==> src/rtl/sens_frame_progress_pkg.sv <==
// Shared sensor/compressor definitions: frame-progress state encoding and the
// width of the saturating broken-frame counter.
package sens_frame_progress_pkg;

  typedef enum logic [1:0] {
    ST_IDLE   = 2'd0,
    ST_READY  = 2'd1,
    ST_ACTIVE = 2'd2,
    ST_DONE   = 2'd3
  } fp_state_e;

  localparam int BROKEN_CNT_W = 8;

endpackage

==> src/rtl/sens_frame_progress.sv <==
// Tracks sensor frame writing into memory: line progress, frame buffer number,
// delayed vsync for the compressor and detection of frames cut short by a new start.
module sens_frame_progress
  import sens_frame_progress_pkg::*;
#(
  parameter int FRAME_HEIGHT_BITS = 16,
  parameter int LAST_FRAME_BITS   = 16
) (
  input  logic                         mclk,
  input  logic                         mrst,
  input  logic                         en,
  input  logic                         single_frame_buf,
  input  logic                         frame_start,
  input  logic                         line_done,
  input  logic [FRAME_HEIGHT_BITS-1:0] frame_height,
  input  logic [FRAME_HEIGHT_BITS-1:0] vsync_delay,
  input  logic [LAST_FRAME_BITS-1:0]   last_frame_number,
  output logic [FRAME_HEIGHT_BITS-1:0] line_unfinished,
  output logic [LAST_FRAME_BITS-1:0]   frame_number,
  output logic                         frame_done,
  output logic                         vsync_late,
  output logic                         frame_busy,
  output logic                         broken_frame,
  output logic [BROKEN_CNT_W-1:0]      broken_count
);

  fp_state_e                    state_q;
  logic [FRAME_HEIGHT_BITS-1:0] line_q, height_q, vtgt_q;
  logic [LAST_FRAME_BITS-1:0]   fnum_q;
  logic                         done_q, vsync_q, broken_q;
  logic                         first_q;  // no frame accepted yet since en rose
  logic [BROKEN_CNT_W-1:0]      bcnt_q;

  logic [FRAME_HEIGHT_BITS-1:0] line_d, vtgt_d;
  logic [LAST_FRAME_BITS-1:0]   fnum_d;

  // vsync fires when the line index reaches this target, clipped to the frame
  always_comb begin
    line_d = line_q + FRAME_HEIGHT_BITS'(1);
    vtgt_d = (vsync_delay < frame_height) ? vsync_delay : frame_height;
    fnum_d = fnum_q + LAST_FRAME_BITS'(1);
    if (single_frame_buf || first_q || (fnum_q >= last_frame_number))
      fnum_d = '0;
  end

  always_ff @(posedge mclk) begin
    if (mrst) begin
      state_q  <= ST_IDLE;
      line_q   <= '0;
      height_q <= '0;
      vtgt_q   <= '0;
      fnum_q   <= '0;
      done_q   <= 1'b0;
      vsync_q  <= 1'b0;
      broken_q <= 1'b0;
      first_q  <= 1'b0;
      bcnt_q   <= '0;
    end else if (!en) begin
      state_q  <= ST_IDLE;
      line_q   <= '0;
      fnum_q   <= '0;
      done_q   <= 1'b0;
      vsync_q  <= 1'b0;
      broken_q <= 1'b0;
      first_q  <= 1'b1;
    end else begin
      done_q   <= 1'b0;
      vsync_q  <= 1'b0;
      broken_q <= 1'b0;
      if (state_q == ST_IDLE) begin
        state_q <= ST_READY;
        bcnt_q  <= '0;
        first_q <= 1'b1;
      end else if (frame_start) begin
        // accepted in READY, DONE and ACTIVE; in ACTIVE the old frame is dropped
        state_q  <= ST_ACTIVE;
        line_q   <= '0;
        height_q <= frame_height;
        vtgt_q   <= vtgt_d;
        vsync_q  <= (vtgt_d == '0);
        fnum_q   <= fnum_d;
        first_q  <= 1'b0;
        if (state_q == ST_ACTIVE) begin
          broken_q <= 1'b1;
          if (bcnt_q != '1) bcnt_q <= bcnt_q + BROKEN_CNT_W'(1);
        end
      end else begin
        case (state_q)
          ST_ACTIVE: begin
            if (line_q == height_q) begin
              state_q <= ST_DONE;
              done_q  <= 1'b1;
            end else if (line_done) begin
              line_q  <= line_d;
              vsync_q <= (line_d == vtgt_q);
            end
          end
          ST_DONE: state_q <= ST_READY;
          default: ;
        endcase
      end
    end
  end

  assign line_unfinished = line_q;
  assign frame_number    = fnum_q;
  assign frame_done      = done_q;
  assign vsync_late      = vsync_q;
  assign broken_frame    = broken_q;
  assign broken_count    = bcnt_q;
  assign frame_busy      = (state_q == ST_ACTIVE);

endmodule

==> config.mk <==
export PLATFORM = sky130hd
export DESIGN_NAME = sens_frame_progress
export DESIGN_NICKNAME = d
export VERILOG_FILES = /design/src/rtl/sens_frame_progress_pkg.sv /design/src/rtl/sens_frame_progress.sv
export SDC_FILE = /design/constraint.sdc
export NUM_CORES = 1
export LEC_CHECK = 0
export BUFFER_PORTS_ARGS = -buffer_cell sky130_fd_sc_hd__buf_4
export CORE_MARGIN = 2
export CORE_UTILIZATION = 38
export DETAILED_ROUTE_END_ITERATION = 8
export PLACE_DENSITY = 0.57
export SYNTH_ARGS = -nofsm -noshare
export SYNTH_HDL_FRONTEND = slang
export SYNTH_SLANG_ARGS = --single-unit
==> constraint.sdc <==
create_clock -name mclk -period 7.6 [get_ports mclk]
set_input_delay 1.52 -clock mclk [delete_from_list [all_inputs] [get_ports mclk]]
set_output_delay 1.52 -clock mclk [all_outputs]
set_load 0.1 [all_outputs]
### Word level (Yosys, flattened, before mapping)

Cells that the tools add are included.

| word-level totals | value |
|---|---|
| memory bits (read-only) | 0 |
| logic and storage cells | 73 |
| input port bits | 54 |
| bits in registers | 78 |
| memory bits (writable) | 0 |
| memories | 0 |
| latch bits | 0 |
| output and inout bits | 44 |

| operators by class | value |
|---|---|
| bitwise operators | 4 |
| shift operators | 0 |
| add/subtract/negate cells | 3 |
| reduce and logical (&&, ||, !) cells | 21 |
| multipliers | 0 |
| eq/ne operators | 9 |
| $lt $le $gt $ge | 2 |
| divide/modulo/power cells | 0 |
| mux-type cells | 23 |

Operators by type and width:

| operator | count |
|---|---|
| two-way mux 16 bit | 6 |
| adder 16 x 1 -> 16 bit, second input constant | 2 |
| equality test 16 bit | 2 |
| two-way mux 8 bit | 4 |
| greater-or-equal comparator 16 bit | 1 |
| logical NOT 16 bit | 1 |
| less-than comparator 16 bit | 1 |
| two-way mux 1 bit | 10 |
| nonzero test 2 bit | 5 |
| adder 8 x 1 -> 8 bit, second input constant | 1 |
| != test 8 bit, second input constant | 1 |
| AND reduction 4 bit | 2 |
| AND reduction 2 bit | 3 |
| OR reduction 5 bit | 1 |
| equality test 2 bit, second input constant | 2 |
| two-way mux 2 bit | 2 |
| != test 4 x 2 -> 1 bit, second input constant | 1 |
| inverter 1 bit | 4 |
| case mux 2 bit (2 select lines) | 1 |
| nonzero test 4 bit | 1 |
| OR reduction 4 bit | 1 |
| != test 3 x 1 -> 1 bit, second input constant | 1 |
| != test 3 x 2 -> 1 bit, second input constant | 1 |
| AND reduction 3 bit | 1 |
| other kinds (6) | 7 |

### Longest topological paths before layout

Gate-level depths: netlist of the first run.

| logic depth | value |
|---|---|
| depth after elaboration | 6 |
| depth in mapped cells | 11 |
| depth with buffers taken out | 9 |

### Worst setup path before layout of the first run

No wires, ideal clock.

| timing path | value |
|---|---|
| path kind | input to register |
| start | input frame_height[5] |
| end | register vtgt_q[0] |
| path buffers | 2 |
| arrival time | 3443 ps |
| cell stages on the path | 10 |
| setup time | 86 ps |
| path slack | 4071 ps |
| required time | 7514 ps |
| path through | inv_1 -> ha_1 -> a21o_1 -> a21o_1 -> a221o_1 -> a21o_1 -> clkbuf_1 -> buf_2 -> mux2i_1 -> a211oi_1 |

| on the way | value |
|---|---|
| word-level cells in the longest chain between the ends | 2 |

Ends and longest elaborated chain:

| item | RTL line | source |
|---|---|---|
| start, declared | sens_frame_progress.sv:15 | `input logic [FRAME_HEIGHT_BITS-1:0] frame_height,` |
| less-than comparator 16 bit | sens_frame_progress.sv:40 | `vtgt_d = (vsync_delay < frame_height) ? vsync_delay : frame_height;` |
| two-way mux 16 bit | sens_frame_progress.sv:40 |  |
| end signal, assigned | sens_frame_progress.sv:79 | `vtgt_q <= vtgt_d;` |
| end, declared | sens_frame_progress.sv:28 | `logic [FRAME_HEIGHT_BITS-1:0] line_q, height_q, vtgt_q;` |

No other way between the ends.
A chain may end at the register's enable or synchronous reset.

### Worst setup path in the final report of the first run

| timing path | value |
|---|---|
| start | input frame_height[5] |
| end | register vtgt_q[3] |

Same word-level chain as after synthesis.

==> impl_metrics.py, run 1 <==
metrics = {
    "grt": {
        "grt_pass1_wl_um": 21180,
        "grt_max_degree": 49,
        "gr-usage-all-layers_pct": 19.77,
        "antenna_found_initial": 0,
        "first_global_vias": 4245,
        "overflow": 0,
    },
    "sta": {
        "maxSlewViolCount": 0,
        "period_minus_slack_ns": 3.427,
        "tns_ns": 0,
        "timing.fmax_mhz": 291.8,
        "finalHoldViolCount": 0,
        "setup_slack_ns": 4.173,
        "min_period_over_period_pct": 45.09,
        "setup_violations": 0,
        "holdWs_ns": 0.4711,
        "tightest_slew_ns": 1.144,
        "skew_ns": 0.003980,
        "relSlewSlack_pct": 23.20,
        "rsz0062_at_grt": "false",
    },
    "setup_path": {
        "cp.arrival_ns": 3.67,
        "required_ns": 7.85,
        "critPathMostFrequentCell": "a21o_1",
        "end_kind": "register",
        "crit_chain": "buf_4 > inv_1 > ha_1 > a21o_1 > a21o_1 > a221o_1 > a21o_1 > mux2i_1 > a211oi_1",
        "critPathSlowestCell": "a21o_1",
        "crit_type": "in2reg",
        "path_max_fanout": 17,
        "critPathLaunchType": "primary input",
        "cp_slowest_stage_delay_ns": 0.51,
        "rrSetupSlack_ns": 4.84,
    },
    "logic_synthesis": {
        "yosysUniqueCellTypes": 49,
        "netlist_area_mm2": 0.004788,
        "yosysWarningCount": 0,
        "synthFlopType": "dfxtp_1",
        "ys_async_sr_fraction_pct": 0,
        "synth.area.top_cells": "dfxtp_1 (33%), ha_1 (9.7%), xnor2_1 (7.3%), nand2_1 (5.6%), nor2_1 (4.9%)",
        "avgSynthCellArea_um2": 8.007,
        "synth_common_cells": "dfxtp_1 (78), nand2_1 (72), nor2_1 (62)",
        "synth-seq-cells": 78,
        "synth_top_area_share_pct": 32.61,
        "yosysMostFrequentCell": "dfxtp_1",
        "synth.yosys.seq_area_share_pct": 32.61,
        "synthCells": 598,
        "synthesis.nets": 689,
        "synth_edf_count": 0,
        "synth_top_area_cell": "dfxtp_1",
    },
    "cts": {
        "htreeDepth": 3,
        "cts_hold_buf": 0,
        "ctsResizeCount": 0,
        "insertion_delay_ns": 0.34,
        "cts_tree": "yes",
        "clk_pin_slew_ns": 0.06,
        "clockBufferDepth": 2,
        "root_buffer": "clkbuf_16",
        "cts_buffers": 9,
        "clock-sinks": 78,
        "post_cts_buffers": 0,
    },
    "routing": {
        "num_vias": 4419,
        "routed_wirelength_um": 12490,
        "first_pass_iters": 4,
        "viasPerCell": 5.187,
        "drt-initial-drc-count": 210,
        "routedWlPerCell_um": 14.66,
        "antenna_left": 0,
        "drc": 0,
    },
    "placed_design": {
        "portBuffers": 97,
        "dp_hpwl_um": 9946,
        "placed_area_mm2": 0.005604,
        "place_ws_ns": 3.809,
        "gp_congestion": 0.8408,
    },
    "floorplan": {
        "coreArea_mm2": 0.01247,
        "die_x_um": 116.3,
        "start_util_pct": 38.41,
        "rows": 41,
        "die_area_mm2": 0.01352,
        "io-pin-count": 98,
        "die_h_um": 116.3,
    },
    "final_layout": {
        "synthToLayoutAreaGrowth_pct": 22.79,
        "drive_above_1_share_pct": 17.06,
        "num_antenna_cells": 0,
        "final_area_mm2": 0.005879,
        "num-nets-final": 768,
    },
    "worst_hold_path": {
        "hold_class": "reg2reg",
    },
    "pwr": {
        "power.leakage_nw": 2.486,
        "power-per-cell-area_mw_per_mm2": 159.5,
        "ir_drop_uv": 84.86,
    },
    "job": {
        "cap_violations": 0,
    },
    "run_status": {
        "status": "finished, final reports clean",
    },
}
## layer usage
metal / wire length, um / track usage [%] / share of wire [%] / vias up
met5: 0 / 0 / 0 / -
met4: 232 / 7.619 / 1.9 / 0
met3: 492 / 2.958 / 3.9 / 18
met2: 5866 / 32.21 / 47 / 108
met1: 5895 / 26.44 / 47 / 2051
li1: - / - / - / 2242
## registers in the layout, indices dropped and copies added, names as in the netlist, 2 cells and up
register / cells
frame_number: 16
height_q: 16
line_unfinished: 16
vtgt_q: 16
broken_count: 8
state_q: 2
## worst max-delay path: cells and delay by family
kind / cells / cell delay, ns
buffers and inverters: 2 / 0.15
AOI/OAI and AO/OA: 5 / 1.48
adders and majority gates: 1 / 0.29
muxes: 1 / 0.23
## stage by stage
| step | util, % | cells | total power [mW] |
|---|---|---|---|
| finish | 47.16 | 852 | 0.9375 |
| global route | 47.16 | 852 | 0.9808 |
| CTS | 47.16 | 852 | 0.9476 |
| detailed placement | 44.96 | 838 | 0.5428 |
| global placement | 44.96 | 838 | 0.5391 |
| floorplan | - | 598 | 0.4959 |
## final timing paths
| path | cells past startpoint | endpoint | from |
|---|---|---|---|
| max reg2reg | 6 | line_unfinished[10] | line_unfinished[5] |
| min | 2 | height_q[1] | height_q[1] |
| max | 9 | vtgt_q[3] | frame_height[5] |
| min reg2reg | 2 | height_q[1] | height_q[1] |
## cell families after synthesis
kind of cell               synth area share [%]
AOI/OAI and AO/OA                         16.04
xor gates and xnor gates                  10.40
adders and majority gates                 9.668
buffers and inverters                     6.114
DFF                                       32.61
muxes                                     4.416
and+or+nand+nor                           20.75
## cells in the final DEF (no fill, tap or decap), types with 4 or more instances in the layout
cell	synthesis	final
mux2i_1	20	20
nor4_1	9	9
nand4_1	13	13
and3_1	11	11
a211oi_1	18	18
nor2b_1	4	4
xnor2_1	40	40
o21a_1	5	5
inv_1	42	42
nand2_1	72	72
clkbuf_16	0	9
ha_1	37	37
buf_4	3	98
dfxtp_1	78	78
nor2_1	62	62
nor3_1	10	10
xor2_1	15	15
a31oi_1	15	15
nand3_1	10	10
o21ai_0	14	14
nand2b_1	4	4
and4_1	4	4
a21oi_1	39	39
a21o_1	13	13
## power by group
part / switching [mW] / total [mW] / internal (mW) / leakage, nW
Sequential: 0.00627 / 0.422 / 0.416 / 0.630
Combinational: 0.0595 / 0.111 / 0.0517 / 1.72
Clock: 0.161 / 0.404 / 0.244 / 0.138
Total: 0.226 / 0.938 / 0.711 / 2.49
## area by class of cell
cell class              count  area, um^2
clock buffers              13       270.3
inverters                  42       157.7
repair buffers             98       735.7
well taps                 172       215.2
clock inverters             1       5.005
flip-flops and latches     78        1562
fillers                  1257        6586
multi-input cells         448        2934
Note: power is estimated with default switching activity, not from simulation.
==> run 2: changes to the inputs <==
- clock period: 7.6 -> 3.2 ns (I/O delays scaled with it)
==> run 2 against run 1 <==
Compared with the run above:
- total power up 140%
- critical path depth down 2
- cell count up 1.2%
==> impl_metrics.py, run 2 (same netlist as run 1, synthesis figures left out) <==
metrics = {
    "sta": {
        "finalHoldViolCount": 0,
        "min_period_over_period_pct": 87.74,
        "maxSlewViolCount": 0,
        "setup_violations": 0,
        "skew_ns": 0.005105,
        "relSlewSlack_pct": 26.71,
        "rsz0062_at_grt": "false",
        "tns_ns": 0,
        "period_minus_slack_ns": 2.808,
        "tightest_slew_ns": 1.092,
        "timing.fmax_mhz": 356.2,
    },
    "setup_path": {
        "cp_slowest_stage_delay_ns": 0.56,
        "cp.arrival_ns": 3.05,
        "critPathSlowestCell": "dfxtp_1",
        "crit_type": "reg2reg",
        "critPathMostFrequentCell": "or4_1",
        "end_kind": "register",
        "critPathLaunchType": "register",
        "required_ns": 3.44,
        "crit_chain": "and4_1 > nand3_4 > a31oi_1 > nor3b_1 > or4_1 > or4_1 > o32ai_1",
        "path_max_fanout": 10,
    },
    "cts": {
        "insertion_delay_ns": 0.33,
        "clockBufferDepth": 2,
        "htreeDepth": 3,
        "root_buffer": "clkbuf_16",
        "clock-sinks": 78,
        "cts_hold_buf": 0,
        "clk_pin_slew_ns": 0.06,
        "ctsResizeCount": 0,
        "post_cts_buffers": 0,
        "cts_tree": "yes",
        "cts_buffers": 9,
    },
    "routing": {
        "drt-initial-drc-count": 262,
        "antenna_left": 0,
        "viasPerCell": 5.081,
        "first_pass_iters": 4,
        "routedWlPerCell_um": 14.54,
        "routed_wirelength_um": 12530,
        "num_vias": 4380,
        "drc": 0,
    },
    "final_layout": {
        "final_common_cell": "buf_4",
        "num_antenna_cells": 0,
        "drive_above_1_share_pct": 18.26,
        "layout_common_cells": "buf_4 (106), dfxtp_1 (78), nand2_1 (72)",
        "synthToLayoutAreaGrowth_pct": 24.30,
        "num-nets-final": 776,
        "final_area_mm2": 0.005952,
    },
    "floorplan": {
        "die_area_mm2": 0.01352,
        "rows": 41,
        "coreArea_mm2": 0.01247,
        "io-pin-count": 98,
        "die_h_um": 116.3,
        "start_util_pct": 38.41,
        "die_x_um": 116.3,
    },
    "placed_design": {
        "portBuffers": 97,
        "gp_congestion": 0.8738,
        "placed_area_mm2": 0.005664,
        "dp_hpwl_um": 9827,
    },
    "grt": {
        "overflow": 0,
        "first_global_vias": 4181,
        "gr-usage-all-layers_pct": 19.21,
        "grt_pass1_wl_um": 20620,
        "grt_max_degree": 49,
        "grt-busiest-layer": "met2",
        "grtUsageMet3_pct": 3.529,
        "grt_use_met1_pct": 25.84,
        "gr-usage-met2_pct": 31.47,
        "antenna_found_initial": 0,
    },
    "job": {
        "cap_violations": 0,
    },
    "pwr": {
        "ir_drop_uv": 220.3,
        "power.leakage_nw": 2.532,
        "power-per-cell-area_mw_per_mm2": 379.7,
    },
    "run_status": {
        "status": "finished, final reports clean",
    },
    "worst_hold_path": {
        "hold_class": "reg2reg",
    },
}
run 2: cell types whose count changed in the layout (fill, tap and decap cells not counted):
cell        before  now
buf_4           98  106
clkinv_2         1    2
clkinvlp_4       0    1
run 2: metrics by stage:
stage / total power [mW] / utilization (%) / std cells / setup WS [ns] / hold WS (ns)
finish: 2.260 / 47.75 / 862 / 0.3922 / 0.4745
global route: 2.357 / 47.75 / 862 / 0.2084 / 0.4865
CTS: 2.284 / 47.75 / 862 / 0.3794 / 0.4736
detailed placement: 1.295 / 45.44 / 846 / 0.3145 / 0.4659
global placement: 1.288 / 45.44 / 846 / 0.4053 / 0.4617
floorplan: 1.178 / - / 598 / 0.09615 / 0.4488
run 2: path summary, 6_finish.rpt:
| check | depth (start not counted) | startpoint | to | slack, ns |
|---|---|---|---|---|
| setup / recovery | 7 | line_unfinished[5] | vsync_late | 0.39 |
| hold / removal | 2 | height_q[7] | height_q[7] | 0.47 |
| setup reg to reg | 7 | line_unfinished[5] | vsync_late | 0.39 |
| hold reg to reg | 2 | height_q[7] | height_q[7] | 0.47 |
run 2: cell type report:
| type | instances | area (um^2) |
|---|---|---|
| inverters | 42 | 157.7 |
| clock inverters | 3 | 17.52 |
| repair buffers | 106 | 795.8 |
| clock buffers | 13 | 270.3 |
| well taps | 172 | 215.2 |
| multi-input cells | 448 | 2934 |
| fillers | 1260 | 6514 |
| flip-flops and latches | 78 | 1562 |
run 2: worst max-delay path, delay by kind of cell (launching register included):
kind	cells	cell delay [ns]
flip-flops	1	0.56
AND/OR/NAND/NOR	5	1.74
AO/OA/AOI/OAI	2	0.41
run 2: layer usage:
layer	vias up	part of all wire, %
met5	-	0
met4	0	1.4
li1	2261	-
met2	80	47
met3	14	3.2
met1	2025	49
run 2: where the power goes:
part           switching, mW  total (mW)  internal, mW
registers             0.0154        1.00         0.987
clock network          0.401       0.988         0.587
logic                  0.142       0.270         0.128
total                  0.558        2.26          1.70
